--- src/rtl/aes_input_packer.sv ---
// aes_input_packer: collects a word-serial stream of key and plaintext words
// into 128-bit blocks for a fully pipelined AES-128 core.
//
// Handshake: in_valid qualifies in_is_key/in_data and the word is consumed on
// every rising edge where in_valid=1; there is no ready, so the source never
// stalls. data_valid_out/key_valid_out is a one-cycle strobe with no ready,
// because the core accepts one block per cycle unconditionally.
//
// Words are big-endian: the first word of a group lands in the MSBs.
// The design assumes WORDS = DATA_LEN/WORD_W >= 2.
module aes_input_packer #(
    parameter int WORD_W    = 32,
    parameter int DATA_LEN  = 128,
    parameter int KEY_LEN   = 128,
    parameter int BLK_CNT_W = 16
) (
    input  logic                 clk,
    input  logic                 reset,
    input  logic                 clear,
    input  logic                 in_valid,
    input  logic                 in_is_key,
    input  logic [WORD_W-1:0]    in_data,
    output logic                 data_valid_out,
    output logic [DATA_LEN-1:0]  plain_text,
    output logic                 key_valid_out,
    output logic [KEY_LEN-1:0]   cipher_key,
    output logic                 key_loaded,
    output logic                 err_nokey,
    output logic [BLK_CNT_W-1:0] blk_cnt
);

    localparam int WORDS = DATA_LEN / WORD_W;
    localparam int CNT_W = (WORDS > 1) ? $clog2(WORDS) : 1;
    localparam logic [CNT_W-1:0] LAST_WORD = CNT_W'(WORDS - 1);

    if (DATA_LEN != KEY_LEN || (DATA_LEN % WORD_W) != 0) begin : g_bad_params
        $error("aes_input_packer: DATA_LEN must equal KEY_LEN and be a multiple of WORD_W");
    end

    logic [CNT_W-1:0]     key_cnt;
    logic [CNT_W-1:0]     data_cnt;
    logic [KEY_LEN-1:0]   shadow_key;
    logic [KEY_LEN-1:0]   active_key;
    logic [DATA_LEN-1:0]  data_sr;
    logic                 key_loaded_q;
    logic                 err_q;
    logic [BLK_CNT_W-1:0] blk_q;
    logic                 strobe_q;
    logic [DATA_LEN-1:0]  pt_q;
    logic [KEY_LEN-1:0]   ck_q;

    logic key_word;
    logic data_word;
    logic key_done;
    logic data_done;

    // Plaintext words are only taken once a full key is active; the rest are dropped.
    assign key_word  = in_valid &  in_is_key;
    assign data_word = in_valid & ~in_is_key & key_loaded_q;
    assign key_done  = key_word  && (key_cnt  == LAST_WORD);
    assign data_done = data_word && (data_cnt == LAST_WORD);

    // Key path: shift words into the shadow; promote to the active key only on completion.
    always_ff @(posedge clk or negedge reset) begin
        if (!reset) begin
            key_cnt      <= '0;
            shadow_key   <= '0;
            active_key   <= '0;
            key_loaded_q <= 1'b0;
        end else if (clear) begin
            key_cnt      <= '0;
            active_key   <= '0;
            key_loaded_q <= 1'b0;
        end else if (key_word) begin
            shadow_key <= {shadow_key[KEY_LEN-WORD_W-1:0], in_data};
            if (key_done) begin
                key_cnt      <= '0;
                active_key   <= {shadow_key[KEY_LEN-WORD_W-1:0], in_data};
                key_loaded_q <= 1'b1;
            end else begin
                key_cnt <= key_cnt + CNT_W'(1);
            end
        end
    end

    // Data path: shift accepted plaintext words in; a partial block survives key reloads.
    always_ff @(posedge clk or negedge reset) begin
        if (!reset) begin
            data_cnt <= '0;
            data_sr  <= '0;
        end else if (clear) begin
            data_cnt <= '0;
        end else if (data_word) begin
            data_sr  <= {data_sr[DATA_LEN-WORD_W-1:0], in_data};
            data_cnt <= data_done ? '0 : data_cnt + CNT_W'(1);
        end
    end

    // Output strobe: block and key are registered together and forced to zero when idle.
    always_ff @(posedge clk or negedge reset) begin
        if (!reset) begin
            strobe_q <= 1'b0;
            pt_q     <= '0;
            ck_q     <= '0;
        end else if (!clear && data_done) begin
            strobe_q <= 1'b1;
            pt_q     <= {data_sr[DATA_LEN-WORD_W-1:0], in_data};
            ck_q     <= active_key;
        end else begin
            strobe_q <= 1'b0;
            pt_q     <= '0;
            ck_q     <= '0;
        end
    end

    // Status: sticky no-key error (cleared by clear) and a block counter that clear leaves alone.
    always_ff @(posedge clk or negedge reset) begin
        if (!reset) begin
            err_q <= 1'b0;
            blk_q <= '0;
        end else if (clear) begin
            err_q <= 1'b0;
        end else begin
            if (in_valid && !in_is_key && !key_loaded_q) begin
                err_q <= 1'b1;
            end
            if (data_done) begin
                blk_q <= blk_q + BLK_CNT_W'(1);
            end
        end
    end

    assign data_valid_out = strobe_q;
    assign key_valid_out  = strobe_q;
    assign plain_text     = pt_q;
    assign cipher_key     = ck_q;
    assign key_loaded     = key_loaded_q;
    assign err_nokey      = err_q;
    assign blk_cnt        = blk_q;

endmodule
--- config.mk ---
export PLATFORM = sky130hd
export DESIGN_NAME = aes_input_packer
export DESIGN_NICKNAME = d
export VERILOG_FILES = /design/src/rtl/aes_input_packer.sv
export SDC_FILE = /design/constraint.sdc
export NUM_CORES = 1
export LEC_CHECK = 0
export ABC_AREA = 1
export CORE_MARGIN = 2
export CORE_UTILIZATION = 58
export DETAILED_ROUTE_END_ITERATION = 8
export GPL_TIMING_DRIVEN = 0
export HOLD_SLACK_MARGIN = 0.15
export PLACE_DENSITY = 0.85
export SLEW_MARGIN = 25
export SYNTH_ARGS = -nofsm -noshare
export SYNTH_HDL_FRONTEND = slang
export SYNTH_SLANG_ARGS = --single-unit
--- constraint.sdc ---
create_clock -name clk -period 4.11 [get_ports clk]
set_clock_uncertainty 0.05 [all_clocks]
set_input_delay 0.822 -clock clk [delete_from_list [all_inputs] [get_ports clk]]
set_output_delay 0.822 -clock clk [all_outputs]
set_load 0.01 [all_outputs]
# == Yosys cells after proc, flatten, opt, wreduce, memory -nomap -nowiden ==
# Cells that the tools add are included.
# word_totals
reg_bits,599
latchBits,0
ramBits,0
mem_bits_ro,0
in_bits,37
output_inout_bits,276
word_cells,54
n_memories,0
# classes
addsub,3
mul,0
n_div,0
magnitude_cmp,0
eq_ne,2
n_shift,0
muxes,17
bitwise,5
n_reduce_logical,16
# ops
cell,n
2-to-1 mux 128 bit,5
adder 16 x 1 -> 16 bit (second input constant),1
2-to-1 mux 2 bit,6
AND reduction 2 bit,4
nonzero test 2 bit,4
2-to-1 mux 1 bit,6
logical AND 1 bit,5
adder 2 x 1 -> 2 bit (second input constant),2
== test 2 bit (second input constant),2
bitwise AND 1 bit,3
zero test 1 bit,3
NOT 1 bit,2

# == Longest topological paths before layout ==
# Gate-level depths: netlist of the first run.
# depth
depth_word,7
ltp_mapped,8
mapped_depth_nobuf,8

# == Worst setup path before layout of the first run ==
# No wires, ideal clock.
# synth_timing
kind,input -> register
start,in in_is_key
end,"reg blk_q[14], in the netlist blk_cnt[14]"
setup_ps,122
t_arrival_ps,1545
t_required_ps,3938
slack_ps,2393
cell_stages,7
path_buffers,1
cell_sequence,inv_1 -> nand3_1 -> nor2_2 -> buf_4 -> nand2_1 -> nor3_1 -> nor2_1
# synth_via
elab_chain_cells,5
# synth_rtl
item,line_no,rtl
start: declaration,21,"input logic in_is_key,"
NOT 1 bit,59,assign data_word = in_valid & ~in_is_key & key_loaded_q;
bitwise AND 1 bit (2 in a row),59,
logical AND 1 bit,61,assign data_done = data_word && (data_cnt == LAST_WORD);
AND reduction 2 bit (no source line),-,
end signal: assignment,128,blk_q <= blk_q + BLK_CNT_W'(1);
end: declaration,47,logic [BLK_CNT_W-1:0] blk_q;
# Every way passes these cells.
# A chain may end at the register's enable or synchronous reset.

# == Worst setup path in the final report of the first run ==
# layout_timing
start,"reg key_loaded_q, in the netlist key_loaded"
end,out key_loaded
# layout_rtl
item,line_no,rtl
start: declaration,45,logic key_loaded_q;
start signal: assignment,69,key_loaded_q <= 1'b0;
start signal: assignment,73,key_loaded_q <= 1'b0;
start signal: assignment,79,key_loaded_q <= 1'b1;
end: declaration,27,"output logic key_loaded,"
# No word-level cell between the ends.

==> results.json, run 1 <==
{
  "avgRoutedWirePerCell_um": 19.4,
  "clockRootBuffer": "clkbuf_16",
  "min_period_ns": 2.48,
  "vdd_ir_drop_max_mv": 0.386,
  "drt-total-wl_mm": 54.5,
  "grt_antenna_before_repair": 2,
  "ff2ff_path_depth": 7,
  "power_density_nw_per_um2": 481,
  "design_area_um2": 26600,
  "path_clk_slew_ns": 0.06,
  "post-cts-setup-buffer-count": 0,
  "fin_crit_sh": 0.603,
  "status": "completed",
  "synthAdderAreaFrac": 0.00180,
  "synth-compound-area-share": 0.0864,
  "met2_usage": 0.483,
  "synthMuxAreaShare": 0,
  "max_freq_mhz": 403,
  "viasPerCell": 5.36,
  "rsz0062_at_grt": "no",
  "path_delay_family": "buffers and inverters",
  "cp_slowest_cell": "clkdlybuf4s50_1",
  "firstDrtPassIters": 6,
  "crit_fanout": 4,
  "ant_nets": 0,
  "portBuffers": 312,
  "synthSimpleGateAreaFrac": 0.0962,
  "drcViolationCount": 0,
  "dp_hpwl_mm": 37.5,
  "fin_ws_ns": 1.63,
  "slew_violations": 0,
  "grtUsageMet3": 0.0572,
  "hp-class": "in2async",
  "synth_seq_cells": 599,
  "synthXorXnorAreaFrac": 0.00378,
  "coreArea_um2": 35500,
  "synth_seq_area_share": 0.720,
  "postCtsResizedCells": 0,
  "die_height_um": 194,
  "num-nets-final": 2342,
  "placedCellCount": 2706,
  "avgSynthCellArea_um2": 10.8,
  "path_class": "reg2out",
  "drv_cap": 0,
  "grt_first_pass_wirelength_mm": 86.7,
  "clock-sinks": 599,
  "start_util": 0.587,
  "yosysWarnings": 0,
  "arrival_ns": 1.61,
  "crit_path_end_kind": "primary output",
  "hold_buffers": 0,
  "crit_chain": "clkdlybuf4s50_1",
  "drtIter0Drc": 1269,
  "slowest_delay_ns": 0.62,
  "area_growth_pct": 27.8,
  "io_pins": 313,
  "cp_num_buf_inv": 1,
  "maxSlewHeadroom": 0.606,
  "worst_slew_pin_slew_ns": 0.591,
  "dp_slack_ns": 1.24,
  "cts_tree": "yes",
  "clkLatencyLatePin_ns": 0.58,
  "dieWidth_um": 194,
  "placed_area_um2": 24700,
  "required_ns": 3.24,
  "grt_max_degree": 103,
  "row_count": 69,
  "setup.worst_path.start_class": "register",
  "clockBufferDepth": 3,
  "cts_buffers": 55,
  "yosysUniqueCellTypes": 23,
  "grt_pass1_vias": 15662,
  "timing.setup.tns_ns": 0,
  "worst-path-stages": 1,
  "synth_top_family_by_area": "simple AND/OR/NAND/NOR gates",
  "drive_gt1_frac": 0.0794,
  "busiest_layer": "met2",
  "syn_nets": 1967,
  "synth_area_um2": 20800,
  "use_met1": 0.403,
  "p_leak_nw": 12.5,
  "hold_violations": 0,
  "gp_congestion": 0.881,
  "htree_levels": 2,
  "setup_viol": 0,
  "syn_inst": 1927,
  "vias": 15044,
  "overflow": 0,
  "die_area_um2": 37400,
  "finalNonFillerCells": 2806,
  "track_usage": 0.298,
  "total_power_mw": 12.8
}
where the power goes:
group / internal (mW) / switching [mW]
clock: 3.18 / 2.15
combinational: 0.290 / 0.657
sequential: 6.32 / 0.211
total: 9.79 / 3.02
metrics by stage:
stage	utilization	hold WS (ns)
after floorplan	-	0.403
after global placement	0.691	0.413
after detailed placement	0.696	0.420
after CTS	0.750	0.153
after global routing	0.750	0.187
final	0.750	0.151
layer usage:
metal / vias up / share of wire
met5: - / 0.00029
met2: 690 / 0.49
met4: 2 / 0.040
li1: 6651 / -
met1: 7557 / 0.39
met3: 144 / 0.078
layout make-up:
| type | count | area, um^2 |
|---|---|---|
| timing repair buffer | 318 | 3290 |
| multi-input combinational | 862 | 3920 |
| sequential | 599 | 15000 |
| inverter | 366 | 1370 |
| antenna | 1 | 2.50 |
| buffer | 100 | 547 |
| clock inverter | 22 | 293 |
| clock buffer | 77 | 1620 |
| tap | 461 | 577 |
| fill | 2199 | 8870 |
state kept, by name, indices dropped and copies added (netlist names):
signal	count
active_key	128
cipher_key	128
plain_text	128
data_sr	96
shadow_key	96
blk_cnt	16
data_cnt	2
key_cnt	2
data_valid_out	1
err_nokey	1
key_loaded	1
layout by cell type (no fill, tap or decap), drive strengths merged:
master           n
a21oi            1
and2             1
buf             91
bufinv           7
clkbuf          93
clkdlybuf4s50  311
clkinv          13
dfrtp          599
diode            1
ha               3
inv            368
nand2          231
nand3           11
nand3b           3
nand4            1
nor2           272
nor3             3
o21ai          197
o22ai          128
o31ai            1
or2              1
xnor2            6
xor2             3
final timing paths:
| check | start | end | slack (ns) |
|---|---|---|---|
| min | reset | cipher_key[88]$_DFF_PN0_ | 0.15 |
| max | key_loaded$_DFFE_PN0P_ | key_loaded | 1.63 |
| max reg2reg | data_cnt[0]$_DFFE_PN0P_ | cipher_key[95]$_DFF_PN0_ | 2.21 |
| min reg2reg | data_sr[11]$_DFFE_PN0P_ | data_sr[11]$_DFFE_PN0P_ | 0.44 |
| min in group clk | data_sr[11]$_DFFE_PN0P_ | data_sr[11]$_DFFE_PN0P_ | 0.44 |
| max in group asynchronous | reset | cipher_key[17]$_DFF_PN0_ | 2.55 |
cells in the mapped netlist, drive strengths merged:
cell type  count  area, um^2
a21oi          1        5.00
and2           1        6.26
buf           84         487
clkbuf        16        60.1
dfrtp        599       15000
ha             3        37.5
inv          366        1370
nand2        231         867
nand3         11        55.1
nand3b         3        22.5
nand4          1        6.26
nor2         272        1030
nor3           3        15.0
o21ai        197         986
o22ai        128         801
o31ai          1        7.51
or2            1        6.26
xnor2          6        52.6
xor2           3        26.3
kinds of logic after synthesis:
logic type	Yosys count
DFF	599
adders and majority gates	3
AOI/OAI and AO/OA	327
buffers and inverters	466
and+or+nand+nor	523
xor gates and xnor gates	9
No activity file was read; power rests on OpenSTA's default activity.
==> run 2: changes to the inputs <==
--- a/config.mk
+++ b/config.mk
@@ -7,11 +7,11 @@
 export LEC_CHECK = 0
 export ABC_AREA = 1
 export CORE_MARGIN = 2
-export CORE_UTILIZATION = 58
+export CORE_UTILIZATION = 48
 export DETAILED_ROUTE_END_ITERATION = 8
 export GPL_TIMING_DRIVEN = 0
 export HOLD_SLACK_MARGIN = 0.15
-export PLACE_DENSITY = 0.85
+export PLACE_DENSITY = 0.75
 export SLEW_MARGIN = 25
 export SYNTH_ARGS = -nofsm -noshare
 export SYNTH_HDL_FRONTEND = slang
==> constraint.sdc (replaced) <==
create_clock -name clk -period 2.1 [get_ports clk]
set_clock_uncertainty 0.05 [all_clocks]
set_input_delay 0.42 -clock clk [delete_from_list [all_inputs] [get_ports clk]]
set_output_delay 0.42 -clock clk [all_outputs]
set_load 0.01 [all_outputs]
==> run 2 against run 1 <==
  * Register-to-register slack got worse by 2.0 ns
  * Cell count increased by 5.0%
  * Utilization decreased by 12 points
  * Routed wire length decreased by 0.47%
  * Sequential share of layout area decreased by 0.92 points
  * First-iteration DRC count decreased by 19%
  * Global-route usage decreased by 5.2 points
  * Setup slack got worse by 1.6 ns
  * Critical endpoint is now cipher_key[35]
  * Largest cell class unchanged
==> results.json, run 2 (same netlist as run 1, synthesis figures left out) <==
{
  "htree_levels": 2,
  "finalNonFillerCells": 2945,
  "power_frac_comb": 0.071,
  "p_sw_frac": 0.235,
  "arrival_ns": 1.58,
  "vias": 14738,
  "fin_ws_ns": 0.0502,
  "ff2ff_path_depth": 7,
  "drive_gt1_frac": 0.0882,
  "path_delay_family": "buffers and inverters",
  "switching_power_mw": 6.07,
  "total_power_mw": 25.8,
  "fin_util": 0.630,
  "drtIter0Drc": 1024,
  "cts_buffers": 56,
  "avgRoutedWirePerCell_um": 18.4,
  "dp_hpwl_mm": 38.2,
  "crit_fanout": 1,
  "dieWidth_um": 212,
  "row_count": 76,
  "crit_path_end_kind": "primary output",
  "drv_cap": 0,
  "clockRootBuffer": "clkbuf_16",
  "setup_viol": 0,
  "path_clk_slew_ns": 0.07,
  "required_ns": 1.63,
  "rsz0062_at_grt": "no",
  "worstReg2RegStart": "data_cnt[0]$_DFFE_PN0P_",
  "placedCellCount": 2830,
  "p_leak_nw": 12.7,
  "num-nets-final": 2353,
  "cp_slowest_cell": "clkdlybuf4s50_1",
  "firstDrtPassIters": 5,
  "drcViolationCount": 0,
  "grt_first_pass_wirelength_mm": 84.0,
  "gp_congestion": 0.895,
  "hp-class": "in2reg",
  "fin_crit_sh": 0.976,
  "clockBufferDepth": 3,
  "die_height_um": 212,
  "reg2reg_setup_slack_ns": 0.23,
  "viasPerCell": 5.00,
  "pwr-share-seq": 0.494,
  "grt_pass1_vias": 15139,
  "io_pins": 313,
  "reg2reg_to": "plain_text[107]$_DFF_PN0_",
  "die_area_um2": 45100,
  "dp_slack_ns": -0.432,
  "cp_num_buf_inv": 1,
  "crit_chain": "clkdlybuf4s50_1",
  "worst_slew_pin_slew_ns": 0.633,
  "slowest_delay_ns": 0.58,
  "min_to": "shadow_key[5]$_DFFE_PN0P_",
  "internal-power_mw": 19.8,
  "drt-total-wl_mm": 54.3,
  "hold_depth": 3,
  "overflow": 0,
  "maxSlewHeadroom": 0.578,
  "clkLatencyLatePin_ns": 0.60,
  "grt_max_degree": 102,
  "start_util": 0.485,
  "hold_violations": 0,
  "slew_violations": 0,
  "hold_ws_ns": 0.385,
  "portBuffers": 312,
  "power_density_nw_per_um2": 955,
  "min_period_ns": 2.05,
  "setup.worst_path.start_class": "register",
  "cts_tree": "yes",
  "vdd_ir_drop_max_mv": 0.703,
  "status": "completed",
  "area_growth_pct": 29.9,
  "final_cell_mix": "dfrtp_1, inv_1, clkdlybuf4s50_1",
  "clock-sinks": 599,
  "grt_antenna_before_repair": 1,
  "track_usage": 0.246,
  "ant_nets": 0,
  "max_freq_mhz": 488,
  "hp-start": "in_data[5]",
  "final_common_cell": "dfrtp_1",
  "clkPwrFrac": 0.435,
  "path_class": "reg2out",
  "coreArea_um2": 43000
}
[run 2: how the worst max path moves through the flow]
| stage | end | cells after the start | start |
|---|---|---|---|
| 6_report | cipher_key[35] | 1 | cipher_key[35]$_DFF_PN0_ |
| 5_1_grt | cipher_key[51] | 1 | cipher_key[51]$_DFF_PN0_ |
| 4_1_cts | blk_cnt[7] | 1 | blk_cnt[7]$_DFFE_PN0P_ |
| 3_5_place_dp | plain_text[103]$_DFF_PN0_ | 8 | clear |
| 3_3_place_gp | blk_cnt[12]$_DFFE_PN0P_ | 1 | reset |
| 2_1_floorplan | active_key[107]$_DFFE_PN0P_ | 6 | key_cnt[0]$_DFFE_PN0P_ |
[run 2: per-stage QoR]
step	setup TNS, ns	cell area [um^2]
3_5_place_dp	-135.59	24900
3_3_place_gp	-	24700
2_1_floorplan	0	20800
6_report	0	27100
4_1_cts	0	27000
5_1_grt	0	27100
[run 2: final cells by class]
class / instances / area, um^2
fillers: 3336 / 15900
plain buffers: 100 / 547
multi-input cells: 862 / 3920
diodes: 2 / 5.00
repair buffers: 328 / 3420
inverters: 366 / 1370
clock inverters: 36 / 536
well taps: 585 / 732
clock buffers: 67 / 1530
flip-flops and latches: 599 / 15000
[run 2: power by group through the flow]
stage	Sequential, mW	Combinational, mW	Clock (mW)
final	12.8	1.84	11.2
after global routing	12.8	2.12	11.9
after CTS	12.8	1.86	11.4
after detailed placement	13.0	1.80	0
after global placement	13.0	1.66	0
after floorplan	12.8	1.04	0
[run 2: tightest hold or removal path, cell delays in order]
cell and delay, ns:
clkdlybuf4s50_1 0.42, nand2_1 0.08, o21ai_0 0.07
[run 2: metal layers]
| metal | routed length (um) | global-route usage | up-vias |
|---|---|---|---|
| met5 | 0 | 0 | - |
| met4 | 1850 | 0.0955 | 0 |
| met3 | 3310 | 0.0437 | 109 |
| met2 | 25400 | 0.387 | 516 |
| met1 | 23700 | 0.345 | 7438 |
| li1 | - | - | 6675 |
[run 2: timing repair]
action | 4_1_cts | 5_1_grt
cloned | 0 | 1
hold buffers | 3 | 0
endpoints found under the setup margin | 6 | 107
setup buffers | 0 | 6
gates resized for setup | 6 | 4
hold endpoints to repair | 101 | 0
